**config.mk**
```make
export PLATFORM = sky130hd
export DESIGN_NAME = entropy_shock_detector_flat
export DESIGN_NICKNAME = d
export VERILOG_FILES = /design/src/rtl/entropy_shock_detector_pkg.sv /design/src/rtl/entropy_shock_detector_if.sv /design/src/rtl/entropy_ema_filter.sv /design/src/rtl/entropy_shock_detector.sv /design/src/flat_wrapper.sv
export SDC_FILE = /design/constraint.sdc
export NUM_CORES = 1
export LEC_CHECK = 0
export ABC_AREA = 1
export ABC_CLOCK_PERIOD_IN_PS = 3740
export BUFFER_PORTS_ARGS = -buffer_cell sky130_fd_sc_hd__buf_2
export CORE_UTILIZATION = 55
export CTS_BUF_LIST = sky130_fd_sc_hd__clkbuf_4 sky130_fd_sc_hd__clkbuf_8
export CTS_CLUSTER_SIZE = 40
export DETAILED_ROUTE_END_ITERATION = 8
export PLACE_DENSITY = 0.75
export SYNTH_ARGS = -nofsm -noshare
export SYNTH_HDL_FRONTEND = slang
export SYNTH_HIERARCHICAL = 1
export SYNTH_SLANG_ARGS = --single-unit
```
**constraint.sdc**
```tcl
create_clock -name clk -period 3.74 [get_ports clk]
set_clock_uncertainty 0.05 [all_clocks]
set_input_delay 0 -clock clk [delete_from_list [all_inputs] [get_ports clk]]
set_output_delay 0 -clock clk [all_outputs]
set_load 0.02 [all_outputs]
```
**src/rtl/entropy_shock_detector_pkg.sv**
```systemverilog
// Shared encodings for the entropy shock detector: overlay level codes,
// detector state and the average-to-level classifier.
package entropy_shock_detector_pkg;

  localparam logic [1:0] ENTROPY_LOW      = 2'b00;
  localparam logic [1:0] ENTROPY_MID      = 2'b01;
  localparam logic [1:0] ENTROPY_CRITICAL = 2'b10;

  typedef enum logic [1:0] {
    WARMUP = 2'd0,
    TRACK  = 2'd1,
    SHOCK  = 2'd2
  } det_state_e;

  function automatic logic [1:0] classify(input int unsigned avg,
                                          input int unsigned mid,
                                          input int unsigned crit);
    if (avg >= crit) return ENTROPY_CRITICAL;
    if (avg >= mid)  return ENTROPY_MID;
    return ENTROPY_LOW;
  endfunction

endpackage

```
**src/rtl/entropy_shock_detector_if.sv**
```systemverilog
// Sample stream in, shock flag / level / average out, as seen by the overlay.
interface entropy_shock_detector_if #(parameter int DATA_W = 8);
  logic              sample_valid;
  logic [DATA_W-1:0] sample_data;
  logic              shock_clear;
  logic              shock_detected_out;
  logic [1:0]        classified_entropy_level;
  logic [DATA_W-1:0] filtered_entropy;
  logic              armed;
  logic [7:0]        shock_count;

  modport master (
    output sample_valid, sample_data, shock_clear,
    input  shock_detected_out, classified_entropy_level, filtered_entropy, armed, shock_count
  );

  modport slave (
    input  sample_valid, sample_data, shock_clear,
    output shock_detected_out, classified_entropy_level, filtered_entropy, armed, shock_count
  );
endinterface

```
**src/rtl/entropy_ema_filter.sv**
```systemverilog
// EMA accumulator; the first accepted sample seeds the average directly so
// the filter does not crawl up from zero.
module entropy_ema_filter #(
  parameter int DATA_W    = 8,
  parameter int AVG_SHIFT = 3
) (
  input  logic              clk,
  input  logic              rst_n,
  input  logic              en,
  input  logic [DATA_W-1:0] sample,
  output logic [DATA_W-1:0] avg,
  output logic [DATA_W-1:0] avg_nxt
);
  localparam int ACC_W = DATA_W + AVG_SHIFT;

  logic [ACC_W-1:0] acc, acc_nxt;
  logic             loaded;

  always_comb begin
    if (loaded) acc_nxt = acc - (acc >> AVG_SHIFT) + ACC_W'(sample);
    else        acc_nxt = {sample, {AVG_SHIFT{1'b0}}};
  end

  always_ff @(posedge clk or negedge rst_n) begin
    if (!rst_n) begin
      acc    <= '0;
      loaded <= 1'b0;
    end else if (en) begin
      acc    <= acc_nxt;
      loaded <= 1'b1;
    end
  end

  assign avg     = acc[ACC_W-1:AVG_SHIFT];
  assign avg_nxt = acc_nxt[ACC_W-1:AVG_SHIFT];
endmodule

```
**src/rtl/entropy_shock_detector.sv**
```systemverilog
// Flags samples that jump far from the running average and classifies the
// average into the overlay's three entropy levels.
module entropy_shock_detector
  import entropy_shock_detector_pkg::*;
#(
  parameter int DATA_W         = 8,
  parameter int AVG_SHIFT      = 3,
  parameter int SHOCK_DELTA    = 64,
  parameter int HOLD_CYCLES    = 16,
  parameter int WARMUP_SAMPLES = 4,
  parameter int MID_THRESH     = 96,
  parameter int CRIT_THRESH    = 180
) (
  input  logic                    clk,
  input  logic                    rst_n,
  entropy_shock_detector_if.slave bus
);
  localparam int HOLD_W = $clog2(HOLD_CYCLES + 1);
  localparam int WARM_W = $clog2(WARMUP_SAMPLES + 1);

  det_state_e        state, state_nxt;
  logic [HOLD_W-1:0] hold, hold_nxt;
  logic [WARM_W-1:0] warm, warm_nxt;
  logic [7:0]        cnt;
  logic              cnt_inc;
  logic [1:0]        lvl;
  logic [DATA_W-1:0] avg, avg_nxt;
  logic signed [DATA_W:0] diff;
  logic [DATA_W:0]   mag;
  logic              is_shock;

  entropy_ema_filter #(.DATA_W(DATA_W), .AVG_SHIFT(AVG_SHIFT)) u_ema (
    .clk(clk), .rst_n(rst_n), .en(bus.sample_valid), .sample(bus.sample_data),
    .avg(avg), .avg_nxt(avg_nxt)
  );

  // Deviation is measured against the average before this sample folds in.
  assign diff     = $signed({1'b0, bus.sample_data}) - $signed({1'b0, avg});
  assign mag      = diff[DATA_W] ? $unsigned(-diff) : $unsigned(diff);
  assign is_shock = bus.sample_valid && (mag > (DATA_W+1)'(SHOCK_DELTA));

  always_comb begin
    state_nxt = state;
    hold_nxt  = hold;
    warm_nxt  = warm;
    cnt_inc   = 1'b0;
    unique case (state)
      WARMUP: if (bus.sample_valid) begin
        warm_nxt = warm + 1'b1;
        if (warm == WARM_W'(WARMUP_SAMPLES - 1)) state_nxt = TRACK;
      end
      TRACK: if (is_shock) begin
        state_nxt = SHOCK;
        hold_nxt  = HOLD_W'(HOLD_CYCLES);
        cnt_inc   = 1'b1;
      end
      SHOCK: begin
        // Clear beats a retrigger, which beats expiry.
        if (bus.shock_clear) begin
          state_nxt = TRACK;
          hold_nxt  = '0;
        end else if (is_shock) begin
          hold_nxt  = HOLD_W'(HOLD_CYCLES);
        end else if (hold <= HOLD_W'(1)) begin
          state_nxt = TRACK;
          hold_nxt  = '0;
        end else begin
          hold_nxt  = hold - 1'b1;
        end
      end
      default: begin
        state_nxt = WARMUP;
        hold_nxt  = '0;
        warm_nxt  = '0;
      end
    endcase
  end

  always_ff @(posedge clk or negedge rst_n) begin
    if (!rst_n) begin
      state <= WARMUP;
      hold  <= '0;
      warm  <= '0;
      cnt   <= '0;
      lvl   <= ENTROPY_LOW;
    end else begin
      state <= state_nxt;
      hold  <= hold_nxt;
      warm  <= warm_nxt;
      if (cnt_inc && cnt != 8'hFF) cnt <= cnt + 8'd1;
      if (bus.sample_valid)
        lvl <= classify(32'(avg_nxt), 32'(MID_THRESH), 32'(CRIT_THRESH));
    end
  end

  assign bus.shock_detected_out       = (state == SHOCK);
  assign bus.armed                    = (state != WARMUP);
  assign bus.classified_entropy_level = lvl;
  assign bus.filtered_entropy         = avg;
  assign bus.shock_count              = cnt;
endmodule

```
**src/flat_wrapper.sv**
```systemverilog
// flat-port wrapper written by rule: the top's interface ports become plain ports
module entropy_shock_detector_flat import entropy_shock_detector_pkg::*;
#(
  parameter int DATA_W         = 8,
  parameter int AVG_SHIFT      = 3,
  parameter int SHOCK_DELTA    = 64,
  parameter int HOLD_CYCLES    = 16,
  parameter int WARMUP_SAMPLES = 4,
  parameter int MID_THRESH     = 96,
  parameter int CRIT_THRESH    = 180
)
  (clk, rst_n, bus_sample_valid, bus_sample_data, bus_shock_clear, bus_shock_detected_out, bus_classified_entropy_level, bus_filtered_entropy, bus_armed, bus_shock_count);
  entropy_shock_detector_if #(.DATA_W(DATA_W)) bus_i ();
  input  logic clk;
  input  logic rst_n;
  input wire logic [$bits(bus_i.sample_valid)-1:0] bus_sample_valid;
  input wire logic [$bits(bus_i.sample_data)-1:0] bus_sample_data;
  input wire logic [$bits(bus_i.shock_clear)-1:0] bus_shock_clear;
  output wire logic [$bits(bus_i.shock_detected_out)-1:0] bus_shock_detected_out;
  output wire logic [$bits(bus_i.classified_entropy_level)-1:0] bus_classified_entropy_level;
  output wire logic [$bits(bus_i.filtered_entropy)-1:0] bus_filtered_entropy;
  output wire logic [$bits(bus_i.armed)-1:0] bus_armed;
  output wire logic [$bits(bus_i.shock_count)-1:0] bus_shock_count;
  assign bus_i.sample_valid = bus_sample_valid;
  assign bus_i.sample_data = bus_sample_data;
  assign bus_i.shock_clear = bus_shock_clear;
  assign bus_shock_detected_out = bus_i.shock_detected_out;
  assign bus_classified_entropy_level = bus_i.classified_entropy_level;
  assign bus_filtered_entropy = bus_i.filtered_entropy;
  assign bus_armed = bus_i.armed;
  assign bus_shock_count = bus_i.shock_count;
  entropy_shock_detector #(.DATA_W(DATA_W), .AVG_SHIFT(AVG_SHIFT), .SHOCK_DELTA(SHOCK_DELTA), .HOLD_CYCLES(HOLD_CYCLES), .WARMUP_SAMPLES(WARMUP_SAMPLES), .MID_THRESH(MID_THRESH), .CRIT_THRESH(CRIT_THRESH)) u_core (.clk(clk), .rst_n(rst_n), .bus(bus_i));
endmodule
```
==> metrics.txt, run 1 <==
# TYPE chip_impl_metric gauge
chip_impl_info{name="ctsRootBufferMaster",value="clkbuf_8"} 1
chip_impl_metric{name="num_io_pins",unit=""} 32
chip_impl_metric{name="finalHoldViolCount",unit=""} 0
chip_impl_metric{name="rows",unit=""} 28
chip_impl_metric{name="grt_first_pass_wirelength",unit="mm"} 12.2
chip_impl_metric{name="period_needed",unit="ps"} 2960
chip_impl_info{name="timing.hold.worst_endpoint",value="u_core/hold[2]"} 1
chip_impl_info{name="critical_path_class",value="register to register"} 1
chip_impl_metric{name="critical_path_buf_inv_count",unit=""} 3
chip_impl_metric{name="syn_nets",unit=""} 553
chip_impl_metric{name="via_per_inst",unit=""} 5.08
chip_impl_metric{name="routed_wire_length",unit="mm"} 7.14
chip_impl_metric{name="gr-usage-all-layers",unit="%"} 23.6
chip_impl_info{name="min-delay-start",value="bus_shock_clear"} 1
chip_impl_metric{name="wl_per_cell",unit="um"} 11.9
chip_impl_metric{name="drv_cap",unit=""} 0
chip_impl_metric{name="layout-drive-gt1-share",unit="%"} 13.1
chip_impl_metric{name="core_region_area",unit="um2"} 5960
chip_impl_metric{name="final.fill_count",unit=""} 562
chip_impl_info{name="run_status",value="completed"} 1
chip_impl_metric{name="synth.avg_cell_area",unit="um2"} 6.75
chip_impl_metric{name="dr.pass1.iters",unit=""} 5
chip_impl_metric{name="crit_cells",unit=""} 16
chip_impl_info{name="hold_path.class",value="primary input to register"} 1
chip_impl_info{name="setup_repair_after_global_routing_missed_its_margin",value="no"} 1
chip_impl_metric{name="synth_area",unit="um2"} 3400
chip_impl_metric{name="drc_errors",unit=""} 0
chip_impl_metric{name="max_transition_viols_final",unit=""} 0
chip_impl_metric{name="initial_core_util",unit="%"} 57.1
chip_impl_info{name="tritoncts",value="yes"} 1
chip_impl_info{name="most_common_library_cell_in_the_layout_ignoring_fill_and_taps",value="nand2_1"} 1
chip_impl_info{name="ff_to_ff_end",value="u_core/bus.classified_entropy_level[0]"} 1
chip_impl_metric{name="placer_congestion_estimate",unit=""} 0.924
chip_impl_metric{name="tightest_slew",unit="ps"} 744
chip_impl_metric{name="setup_tns",unit="ps"} 0
chip_impl_metric{name="die_h",unit="um"} 80.6
chip_impl_metric{name="antenna_cells_inserted",unit=""} 0
chip_impl_metric{name="timing.slew.headroom",unit="%"} 50.4
chip_impl_metric{name="postCtsHoldBufs",unit=""} 1
chip_impl_info{name="critPathTopFamily",value="adder cells"} 1
chip_impl_info{name="endpoint_kind",value="register"} 1
chip_impl_metric{name="synthToLayoutAreaGrowth",unit="%"} 7.17
chip_impl_metric{name="placement.io_buffers",unit=""} 31
chip_impl_metric{name="cts_max_path_buffers",unit=""} 2
chip_impl_metric{name="post_cts_resized",unit=""} 0
chip_impl_info{name="worst_setup_path_start_kind",value="register"} 1
chip_impl_metric{name="final.period_utilization",unit="%"} 79.1
chip_impl_metric{name="cts_setup_buffers",unit=""} 0
chip_impl_metric{name="reg2reg_setup_slack",unit="ps"} 780
chip_impl_info{name="layout_common_cells",value="nand2_1 (142), inv_1 (107), nand3_1 (44), nor2_1 (32), dfrtp_1 (32)"} 1
chip_impl_metric{name="drtAntennaViolNets",unit=""} 0
chip_impl_metric{name="setup_viol",unit=""} 0
chip_impl_metric{name="grt_overflow",unit=""} 0
chip_impl_metric{name="seqCellArea",unit="um2"} 801
chip_impl_metric{name="cts-buffers-inserted",unit=""} 5
chip_impl_metric{name="die_width",unit="um"} 80.6
chip_impl_info{name="crit_slowest_cell",value="dfrtp_1"} 1
chip_impl_metric{name="mapped_cells",unit=""} 504
chip_impl_metric{name="reg2regPathDepth",unit=""} 16
chip_impl_metric{name="critPathMaxStageDelay",unit="ps"} 420
chip_impl_metric{name="footprint_of_the_multi_input_gates",unit="um2"} 2060
chip_impl_metric{name="path_max_fanout",unit=""} 4
chip_impl_metric{name="drc_marker_count_from_the_first_detailed_route_iteration",unit=""} 146
chip_impl_metric{name="hold_path_depth",unit=""} 4
chip_impl_info{name="critical_path.cell_chain",value="ha_1, inv_1, ha_1, inv_1, fa_1, inv_1, nand3_1, nand3_2, nand2_1, nand3_1, nand3_1, and2_1, o211a_1, o21ai_0, nand2_1, o21ai_0"} 1
chip_impl_metric{name="timing.critical_path.arrival",unit="ps"} 3100
chip_impl_metric{name="grt_start_max_net_pins",unit=""} 33
chip_impl_metric{name="clk_transition_reported_paths",unit="ps"} 70
chip_impl_metric{name="clkSinkCount",unit=""} 32
chip_impl_metric{name="fmaxAchievable",unit="MHz"} 338
chip_impl_metric{name="vias_in_the_first_global_route",unit=""} 2803
chip_impl_info{name="critical_path.reg2reg.startpoint",value="u_core/u_ema/acc[3]"} 1
chip_impl_metric{name="detailroute.via_count",unit=""} 3053
chip_impl_metric{name="ys_warn_count",unit=""} 6
chip_impl_metric{name="cts-htree-levels",unit=""} 2
chip_impl_metric{name="antenna_found_initial",unit=""} 0
chip_impl_metric{name="clk-insertion-delay-late",unit="ps"} 280
chip_impl_metric{name="die-area",unit="um2"} 6500
chip_impl_metric{name="finish.net_count",unit=""} 574
chip_impl_metric{name="cp_data_required_time",unit="ps"} 3880
chip_impl_metric{name="place.detailed.hpwl",unit="mm"} 5.76
==> how the worst max path moves through the flow <==
stage                        startpoint                                      to  slack [ps]
floorplan           u_core/u_ema/acc[5]  u_core/bus.classified_entropy_level[1]        1040
global placement    u_core/u_ema/acc[5]  u_core/bus.classified_entropy_level[1]         950
detailed placement  u_core/u_ema/acc[3]  u_core/bus.classified_entropy_level[0]         890
CTS                 u_core/u_ema/acc[3]  u_core/bus.classified_entropy_level[0]         860
global route        u_core/u_ema/acc[3]  u_core/bus.classified_entropy_level[0]         560
finish              u_core/u_ema/acc[3]  u_core/bus.classified_entropy_level[0]         780
==> sequential cells by signal, summed over array words and instances (netlist names) <==
| name | cells |
|---|---|
| u_core/bus.shock_count | 8 |
| u_core/u_ema/loaded | 1 |
| u_core/warm | 3 |
| u_core/u_ema/acc | 11 |
| u_core/bus.classified_entropy_level | 2 |
| u_core/hold | 5 |
| u_core/state | 2 |
==> per-stage QoR <==
step / utilization [%] / worst slack (ps) / area, um2 / hold WS [ps] / cells
after floorplan: - / 1040 / 3400 / -346 / 504
after global placement: 59.2 / 953 / 3520 / 69.0 / 592
after detailed placement: 59.2 / 890 / 3520 / 69.2 / 592
after CTS: 61.2 / 858 / 3650 / 10.1 / 601
after global routing: 61.2 / 563 / 3650 / 21.2 / 601
final: 61.2 / 782 / 3650 / 13.6 / 601
==> final cells by class <==
class | count | share of cell area, %
multi-input cells | 343 | 56.5
flip-flops and latches | 32 | 22.0
inverters | 111 | 11.4
repair buffers | 32 | 4.53
well taps | 75 | 2.57
clock buffers | 5 | 1.89
clock inverters | 3 | 1.17
==> tightest hold or removal path, cell delays in order <==
cell     delay [ps]
buf_2            90
nor4_1           60
nand4_4         110
o21ai_2          50
==> routing by layer <==
| metal | up-vias | wire (um) | global-route usage (%) | share of wire, % |
|---|---|---|---|---|
| met5 | - | 0 | 0 | 0 |
| met4 | 0 | 51 | 3.93 | 0.71 |
| met2 | 73 | 3460 | 41.8 | 49 |
| li1 | 1584 | - | - | - |
| met1 | 1388 | 3330 | 30.4 | 47 |
| met3 | 8 | 296 | 3.75 | 4.1 |
Power of run 1 is left out: the tool's default activity adds up to more than one toggle a clock period on the data nets, which glitch-free logic cannot reach.
==> run 2: changes to the inputs <==
- ABC_AREA: 1 -> 0
- ABC_CLOCK_PERIOD_IN_PS: 3740 -> 2700
- PLACE_DENSITY: 0.75 -> 0.78
- clock period: 3.74 -> 2.7 ns (I/O delays scaled with it)
==> run 2 against run 1 <==
  * The run now ends with setup timing left
  * Die area fell by 5.7%
  * Sequential share of layout area fell by 3.4 points
  * Sequential cell count did not move
  * Non-clock buffer count rose by 67
  * Area after synthesis fell by 5.8%
  * Largest cell class unchanged
  * Highest routed layer unchanged
==> metrics.txt, run 2 <==
# TYPE chip_impl_metric gauge
chip_impl_info{name="run_status",value="complete, but fails checks"} 1
chip_impl_info{name="violations",value="setup timing"} 1
chip_impl_metric{name="largest_register_ff_count",unit=""} 11
chip_impl_info{name="layout_common_cells",value="buf_4 (60), inv_1 (51), buf_2 (31), dfrtp_1 (31), nand2_1 (22)"} 1
chip_impl_metric{name="die-area",unit="um2"} 6130
chip_impl_info{name="worst_setup_path_endpoint",value="u_core/bus.classified_entropy_level[0]"} 1
chip_impl_metric{name="placer_congestion_estimate",unit=""} 0.889
chip_impl_metric{name="clk_transition_reported_paths",unit="ps"} 70
chip_impl_metric{name="wl_per_cell",unit="um"} 17.1
chip_impl_metric{name="gr-usage-all-layers",unit="%"} 28.7
chip_impl_metric{name="synthToLayoutAreaGrowth",unit="%"} 34.5
chip_impl_info{name="ctsRootBufferMaster",value="clkbuf_8"} 1
chip_impl_metric{name="final.setup.worst_slack",unit="ps"} -532
chip_impl_metric{name="mapped_cells",unit=""} 372
chip_impl_metric{name="layout-drive-gt1-share",unit="%"} 40.3
chip_impl_info{name="worst_setup_path_startpoint",value="u_core/u_ema/acc[4]"} 1
chip_impl_metric{name="drv_cap",unit=""} 0
chip_impl_metric{name="finish.utilization",unit="%"} 77.3
chip_impl_metric{name="via_per_inst",unit=""} 5.92
chip_impl_info{name="most_common_library_cell_in_the_layout_ignoring_fill_and_taps",value="buf_4"} 1
chip_impl_metric{name="period_needed",unit="ps"} 3230
chip_impl_metric{name="setup_viol",unit=""} 21
chip_impl_metric{name="clk-insertion-delay-late",unit="ps"} 290
chip_impl_metric{name="rows",unit=""} 27
chip_impl_info{name="crit_slowest_cell",value="fa_1"} 1
chip_impl_metric{name="die_width",unit="um"} 78.3
chip_impl_metric{name="drc_marker_count_from_the_first_detailed_route_iteration",unit=""} 124
chip_impl_metric{name="cp_data_required_time",unit="ps"} 2850
chip_impl_metric{name="reg2reg_setup_slack",unit="ps"} -530
chip_impl_metric{name="vias_in_the_first_global_route",unit=""} 3086
chip_impl_info{name="tritoncts",value="yes"} 1
chip_impl_metric{name="initial_core_util",unit="%"} 57.5
chip_impl_metric{name="antenna_cells_inserted",unit=""} 0
chip_impl_metric{name="hold_path_depth",unit=""} 3
chip_impl_metric{name="detailroute.via_count",unit=""} 3134
chip_impl_info{name="ff_to_ff_end",value="u_core/bus.classified_entropy_level[0]"} 1
chip_impl_metric{name="grt_first_pass_wirelength",unit="mm"} 13.8
chip_impl_metric{name="postPlaceCellArea",unit="um2"} 3780
chip_impl_info{name="worst_path_most_repeated_cell",value="a21oi_2"} 1
chip_impl_info{name="critical_path.cell_chain",value="fa_1, inv_1, ha_1, a211oi_2, o21bai_1, a21oi_2, o31a_1, xor2_1, mux2i_2, buf_4, a31oi_4, a21oi_2, a21oi_1"} 1
chip_impl_metric{name="fin_worst_hold_slack",unit="ps"} 42.3
chip_impl_metric{name="ys_warn_count",unit=""} 6
chip_impl_metric{name="drtAntennaViolNets",unit=""} 0
chip_impl_metric{name="num_io_pins",unit=""} 32
chip_impl_metric{name="cts-buffers-inserted",unit=""} 5
chip_impl_metric{name="place.detailed.hpwl",unit="mm"} 5.88
chip_impl_metric{name="finish.net_count",unit=""} 505
chip_impl_info{name="critical_path_class",value="register to register"} 1
chip_impl_metric{name="die_h",unit="um"} 78.3
chip_impl_metric{name="reg2regPathDepth",unit=""} 13
chip_impl_metric{name="dr.pass1.iters",unit=""} 5
chip_impl_metric{name="max_transition_viols_final",unit=""} 0
chip_impl_metric{name="fmaxAchievable",unit="MHz"} 309
chip_impl_metric{name="cts-htree-levels",unit=""} 2
chip_impl_metric{name="timing.slew.headroom",unit="%"} 47.9
chip_impl_metric{name="final.fill_count",unit=""} 372
chip_impl_metric{name="grt_start_max_net_pins",unit=""} 33
chip_impl_metric{name="core_region_area",unit="um2"} 5570
chip_impl_metric{name="placement.io_buffers",unit=""} 31
chip_impl_metric{name="synth.avg_cell_area",unit="um2"} 8.61
chip_impl_metric{name="synth_area",unit="um2"} 3200
chip_impl_metric{name="drc_errors",unit=""} 0
chip_impl_info{name="setup_repair_after_global_routing_missed_its_margin",value="yes"} 1
chip_impl_metric{name="final_area",unit="um2"} 4310
chip_impl_info{name="endpoint_kind",value="register"} 1
chip_impl_metric{name="final.period_utilization",unit="%"} 120
chip_impl_metric{name="path_max_fanout",unit=""} 3
chip_impl_metric{name="tightest_slew",unit="ps"} 782
chip_impl_metric{name="finalHoldViolCount",unit=""} 0
chip_impl_metric{name="critPathMaxStageDelay",unit="ps"} 530
chip_impl_metric{name="antenna_found_initial",unit=""} 0
chip_impl_info{name="hold_path.class",value="primary input to register"} 1
chip_impl_info{name="worst_setup_path_start_kind",value="register"} 1
chip_impl_info{name="critical_path.reg2reg.startpoint",value="u_core/u_ema/acc[4]"} 1
chip_impl_metric{name="clkSinkCount",unit=""} 32
chip_impl_metric{name="syn_nets",unit=""} 421
chip_impl_metric{name="timing.critical_path.arrival",unit="ps"} 3390
chip_impl_metric{name="grt_overflow",unit=""} 0
chip_impl_info{name="top_register",value="u_core/u_ema/acc"} 1
chip_impl_metric{name="cts_max_path_buffers",unit=""} 2
chip_impl_metric{name="routed_wire_length",unit="mm"} 9.07
[run 2: changes by cell type in the layout (fill, tap and decap cells not counted), sizes merged, moves of 6 or more]
| cell | change |
|---|---|
| a31oi | +7 |
| nor2 | -23 |
| and3 | +7 |
| buf | +67 |
| xnor2 | +7 |
| nand2 | -131 |
| or2 | +6 |
| a21o | +7 |
| inv | -49 |
| mux2i | +10 |
| nand3 | -37 |
[run 2: worst min-delay path by stage]
stage / start / endpoint / slack (ps)
final: bus_sample_data[6] / u_core/u_ema/acc[9] / 40
after global routing: bus_sample_data[6] / u_core/u_ema/acc[9] / 60
after CTS: bus_sample_data[6] / u_core/u_ema/acc[9] / 40
after detailed placement: rst_n / u_core/u_ema/acc[0] / 80
after global placement: rst_n / u_core/u_ema/acc[0] / 70
after floorplan: rst_n / u_core/bus.classified_entropy_level[0] / -350
[run 2: timing repair]
item,CTS,global route
pin swaps,26,23
endpoints found under the hold margin,32,0
resized for setup,46,26
cloned,2,0
endpoints found under the setup margin,21,24
hold buffers,1,0
setup buffers,8,5
[run 2: final cells by class]
type / count / area, um2 / share of cell area [%]
clock buffer: 7 / 90.1 / 2.09
inverter: 62 / 235 / 5.46
timing repair buffer: 99 / 694 / 16.1
tap: 72 / 90.1 / 2.09
sequential: 32 / 802 / 18.6
multi-input combinational: 256 / 2390 / 55.5
clock inverter: 1 / 7.51 / 0.174
[run 2: layer usage]
layer / vias up / part of all wire, % / wire (um) / global-route usage, %
met3: 36 / 4.6 / 420 / 4.42
met1: 1517 / 40 / 3640 / 33.4
li1: 1459 / - / - / -
met5: - / 0 / 0 / 0
met4: 0 / 3.1 / 280 / 11.3
met2: 122 / 52 / 4720 / 52.5
[run 2: worst max-delay path: cells and delay by family, from the launching register on]
kind            cells  cell delay, ps
mux                 1             100
flops               1             420
compound gates      7            1300
xor+xnor            1             190
fa+ha+maj           2             870
buf+inv             2             230
[run 2: stage by stage]
stage	setup WS, ps	setup TNS [ps]	cells
detailed placement	-462	-6490	507
CTS	-402	-5180	525
floorplan	-337	-2950	372
global placement	-389	-5140	507
finish	-532	-6530	529
global route	-640	-8200	529
Power of run 2 is left out for the same reason.
==> run 3: changes to the inputs <==
--- a/config.mk
+++ b/config.mk
@@ -9,4 +9,5 @@
 export ABC_CLOCK_PERIOD_IN_PS = 2700
-export BUFFER_PORTS_ARGS = -buffer_cell sky130_fd_sc_hd__buf_2
-export CORE_UTILIZATION = 55
+export CELL_PAD_IN_SITES_DETAIL_PLACEMENT = 1
+export CELL_PAD_IN_SITES_GLOBAL_PLACEMENT = 2
+export CORE_UTILIZATION = 37
 export CTS_BUF_LIST = sky130_fd_sc_hd__clkbuf_4 sky130_fd_sc_hd__clkbuf_8
@@ -14,3 +15,4 @@
 export DETAILED_ROUTE_END_ITERATION = 8
-export PLACE_DENSITY = 0.78
+export DONT_BUFFER_PORTS = 1
+export PLACE_DENSITY_LB_ADDON = 0.1
 export SYNTH_ARGS = -nofsm -noshare
==> constraint.sdc (replaced) <==
create_clock -name clk -period 2.7 [get_ports clk]
set_clock_uncertainty 0.05 [all_clocks]
set_input_delay 0.135 -clock clk [delete_from_list [all_inputs] [get_ports clk]]
set_output_delay 0.135 -clock clk [all_outputs]
set_load 0.02 [all_outputs]
==> run 3 against run 2 <==
  * The run still ends with setup timing left
  * Non-clock buffer count fell by 9
  * Sequential cell count did not move
  * Clock-buffer cell count fell by 1
  * Via count fell by 5.6%
  * Register-to-register slack improved by 70 ps
  * First-iteration DRC count fell by 61%
  * Fmax rose by 2.3%
  * Wire length rose by 8.8%
  * Sequential share of layout area fell by 1.0 points
  * Hold slack got worse by 29 ps
  * Critical path depth did not move
  * Final cell count rose by 4.5%
  * Highest routed layer unchanged
==> metrics.txt, run 3 (same netlist as run 2, synthesis figures left out) <==
# TYPE chip_impl_metric gauge
chip_impl_info{name="layout_common_cells",value="buf_4 (71), inv_1 (51), dfrtp_1 (30), nand2_1 (22), ha_1 (19)"} 1
chip_impl_metric{name="drc_errors",unit=""} 0
chip_impl_metric{name="dr.pass1.iters",unit=""} 4
chip_impl_info{name="worst_setup_path_start_kind",value="register"} 1
chip_impl_metric{name="final.period_utilization",unit="%"} 117
chip_impl_metric{name="critPathMaxStageDelay",unit="ps"} 410
chip_impl_info{name="critical_path.cell_chain",value="ha_4, inv_2, fa_2, a21o_1, a221oi_2, a31oi_2, a211o_1, o31a_1, mux2i_4, buf_6, a21boi_4, or3_1, o221a_2"} 1
chip_impl_metric{name="initial_core_util",unit="%"} 38.6
chip_impl_metric{name="die-area",unit="um2"} 9030
chip_impl_metric{name="vias_in_the_first_global_route",unit=""} 3103
chip_impl_metric{name="grt_first_pass_wirelength",unit="mm"} 15.3
chip_impl_metric{name="layout-drive-gt1-share",unit="%"} 40.4
chip_impl_metric{name="timing.slew.headroom",unit="%"} 47.1
chip_impl_metric{name="reg2reg_setup_slack",unit="ps"} -460
chip_impl_metric{name="placement.io_buffers",unit=""} 0
chip_impl_metric{name="setup_tns",unit="ps"} -6160
chip_impl_metric{name="antenna_cells_inserted",unit=""} 0
chip_impl_metric{name="cp_data_required_time",unit="ps"} 2830
chip_impl_info{name="critical_path.reg2reg.startpoint",value="u_core/u_ema/acc[3]"} 1
chip_impl_info{name="tritoncts",value="yes"} 1
chip_impl_info{name="setup_repair_after_global_routing_missed_its_margin",value="yes"} 1
chip_impl_metric{name="synthToLayoutAreaGrowth",unit="%"} 42.7
chip_impl_metric{name="routed_wire_length",unit="mm"} 9.86
chip_impl_info{name="crit_slowest_cell",value="dfrtp_1"} 1
chip_impl_metric{name="clkSinkCount",unit=""} 32
chip_impl_metric{name="postPlaceCellArea",unit="um2"} 3770
chip_impl_info{name="violations",value="setup timing"} 1
chip_impl_info{name="critical_path_class",value="register to register"} 1
chip_impl_metric{name="timing.critical_path.arrival",unit="ps"} 3290
chip_impl_metric{name="drc_marker_count_from_the_first_detailed_route_iteration",unit=""} 48
chip_impl_metric{name="grt_overflow",unit=""} 0
chip_impl_metric{name="core_region_area",unit="um2"} 8300
chip_impl_metric{name="worst_slack_at_placement",unit="ps"} -583
chip_impl_metric{name="drv_cap",unit=""} 0
chip_impl_metric{name="detailroute.via_count",unit=""} 2960
chip_impl_metric{name="largest_register_ff_count",unit=""} 11
chip_impl_metric{name="cts_max_path_buffers",unit=""} 2
chip_impl_metric{name="fmaxAchievable",unit="MHz"} 316
chip_impl_metric{name="placer_congestion_estimate",unit=""} 0.766
chip_impl_metric{name="num_io_pins",unit=""} 32
chip_impl_metric{name="gr-usage-all-layers",unit="%"} 22.3
chip_impl_metric{name="drtAntennaViolNets",unit=""} 0
chip_impl_metric{name="clk_transition_reported_paths",unit="ps"} 80
chip_impl_metric{name="antenna_found_initial",unit=""} 0
chip_impl_info{name="most_common_library_cell_in_the_layout_ignoring_fill_and_taps",value="buf_4"} 1
chip_impl_metric{name="cts-buffers-inserted",unit=""} 5
chip_impl_metric{name="rows",unit=""} 33
chip_impl_info{name="ff_to_ff_end",value="u_core/state[0]"} 1
chip_impl_metric{name="final.setup.worst_slack",unit="ps"} -460
chip_impl_info{name="timing.hold.worst_endpoint",value="u_core/u_ema/acc[8]"} 1
chip_impl_metric{name="hold_path_depth",unit=""} 2
chip_impl_metric{name="clk-insertion-delay-late",unit="ps"} 290
chip_impl_metric{name="period_needed",unit="ps"} 3160
chip_impl_metric{name="grt_start_max_net_pins",unit=""} 33
chip_impl_metric{name="setup_viol",unit=""} 20
chip_impl_metric{name="place.detailed.hpwl",unit="mm"} 6.96
chip_impl_metric{name="reg2regPathDepth",unit=""} 13
chip_impl_metric{name="die_width",unit="um"} 95.0
chip_impl_metric{name="finish.net_count",unit=""} 496
chip_impl_metric{name="tightest_slew",unit="ps"} 791
chip_impl_metric{name="die_h",unit="um"} 95.0
chip_impl_info{name="top_register",value="u_core/u_ema/acc"} 1
chip_impl_info{name="min-delay-start",value="bus_sample_valid"} 1
chip_impl_metric{name="via_per_inst",unit=""} 5.35
chip_impl_metric{name="max_transition_viols_final",unit=""} 0
chip_impl_info{name="endpoint_kind",value="register"} 1
chip_impl_metric{name="wl_per_cell",unit="um"} 17.8
chip_impl_metric{name="final_area",unit="um2"} 4570
chip_impl_info{name="hold_path.class",value="primary input to register"} 1
chip_impl_metric{name="path_max_fanout",unit=""} 4
chip_impl_info{name="ctsRootBufferMaster",value="clkbuf_8"} 1
chip_impl_info{name="run_status",value="complete, but fails checks"} 1
chip_impl_metric{name="finalHoldViolCount",unit=""} 0
chip_impl_metric{name="cts-htree-levels",unit=""} 2
## run 3: cell types whose count changed in the layout (fill, tap and decap cells not counted), sizes merged
cell and change:
clkinv +1, bufinv +1, clkbuf -1, buf -15
dlygate4sd3 +6, clkinvlp -1
## run 3: worst max-delay path by stage
stage	from	end	slack [ps]	depth (start not counted)
2_1_floorplan	u_core/u_ema/acc[3]	u_core/bus.shock_count[1]	-340	13
4_1_cts	u_core/u_ema/acc[3]	u_core/bus.shock_count[1]	-460	13
6_report	u_core/u_ema/acc[3]	u_core/state[0]	-460	13
3_5_place_dp	u_core/u_ema/acc[3]	u_core/bus.classified_entropy_level[0]	-580	15
3_3_place_gp	u_core/u_ema/acc[3]	u_core/bus.classified_entropy_level[0]	-490	15
5_1_grt	u_core/u_ema/acc[3]	u_core/state[0]	-590	14
## run 3: what timing repair did
| action | in CTS | in global routing |
|---|---|---|
| cloned | 1 | 0 |
| hold endpoints to repair | 46 | 11 |
| gates resized for setup | 36 | 56 |
| setup buffers | 8 | 8 |
| setup endpoints to repair | 23 | 24 |
| hold buffers | 7 | 1 |
| pin swaps | 22 | 29 |
## run 3: layer usage
| metal | global-route usage, % | part of all wire, % |
|---|---|---|
| met1 | 25.8 | 43 |
| met2 | 42.0 | 53 |
| met3 | 3.99 | 2.8 |
| met4 | 5.30 | 1.5 |
| met5 | 0 | 0 |
## run 3: through the flow
step	hold WS (ps)	util, %	cells
after floorplan	-211	-	372
after global placement	-208	45.4	522
after detailed placement	-208	45.4	522
after CTS	-127	51.1	546
after global routing	10.1	55.1	553
final	13.1	55.1	553
## run 3: critical path, delay by kind of cell (launching register included)
kind            cells  cell delay [ps]
buf+inv             2              170
simple gates        1              310
mux                 1              200
compound gates      7             1390
fa+ha+maj           2              530
flops               1              410
## run 3: layout make-up
class,count,area (um2)
multi-input cells,256,2540
clock inverters,2,35.0
fillers,916,3730
inverters,62,233
clock buffers,6,76.3
flip-flops and latches,32,803
repair buffers,90,756
well taps,105,131
Power of run 3 is left out for the same reason.
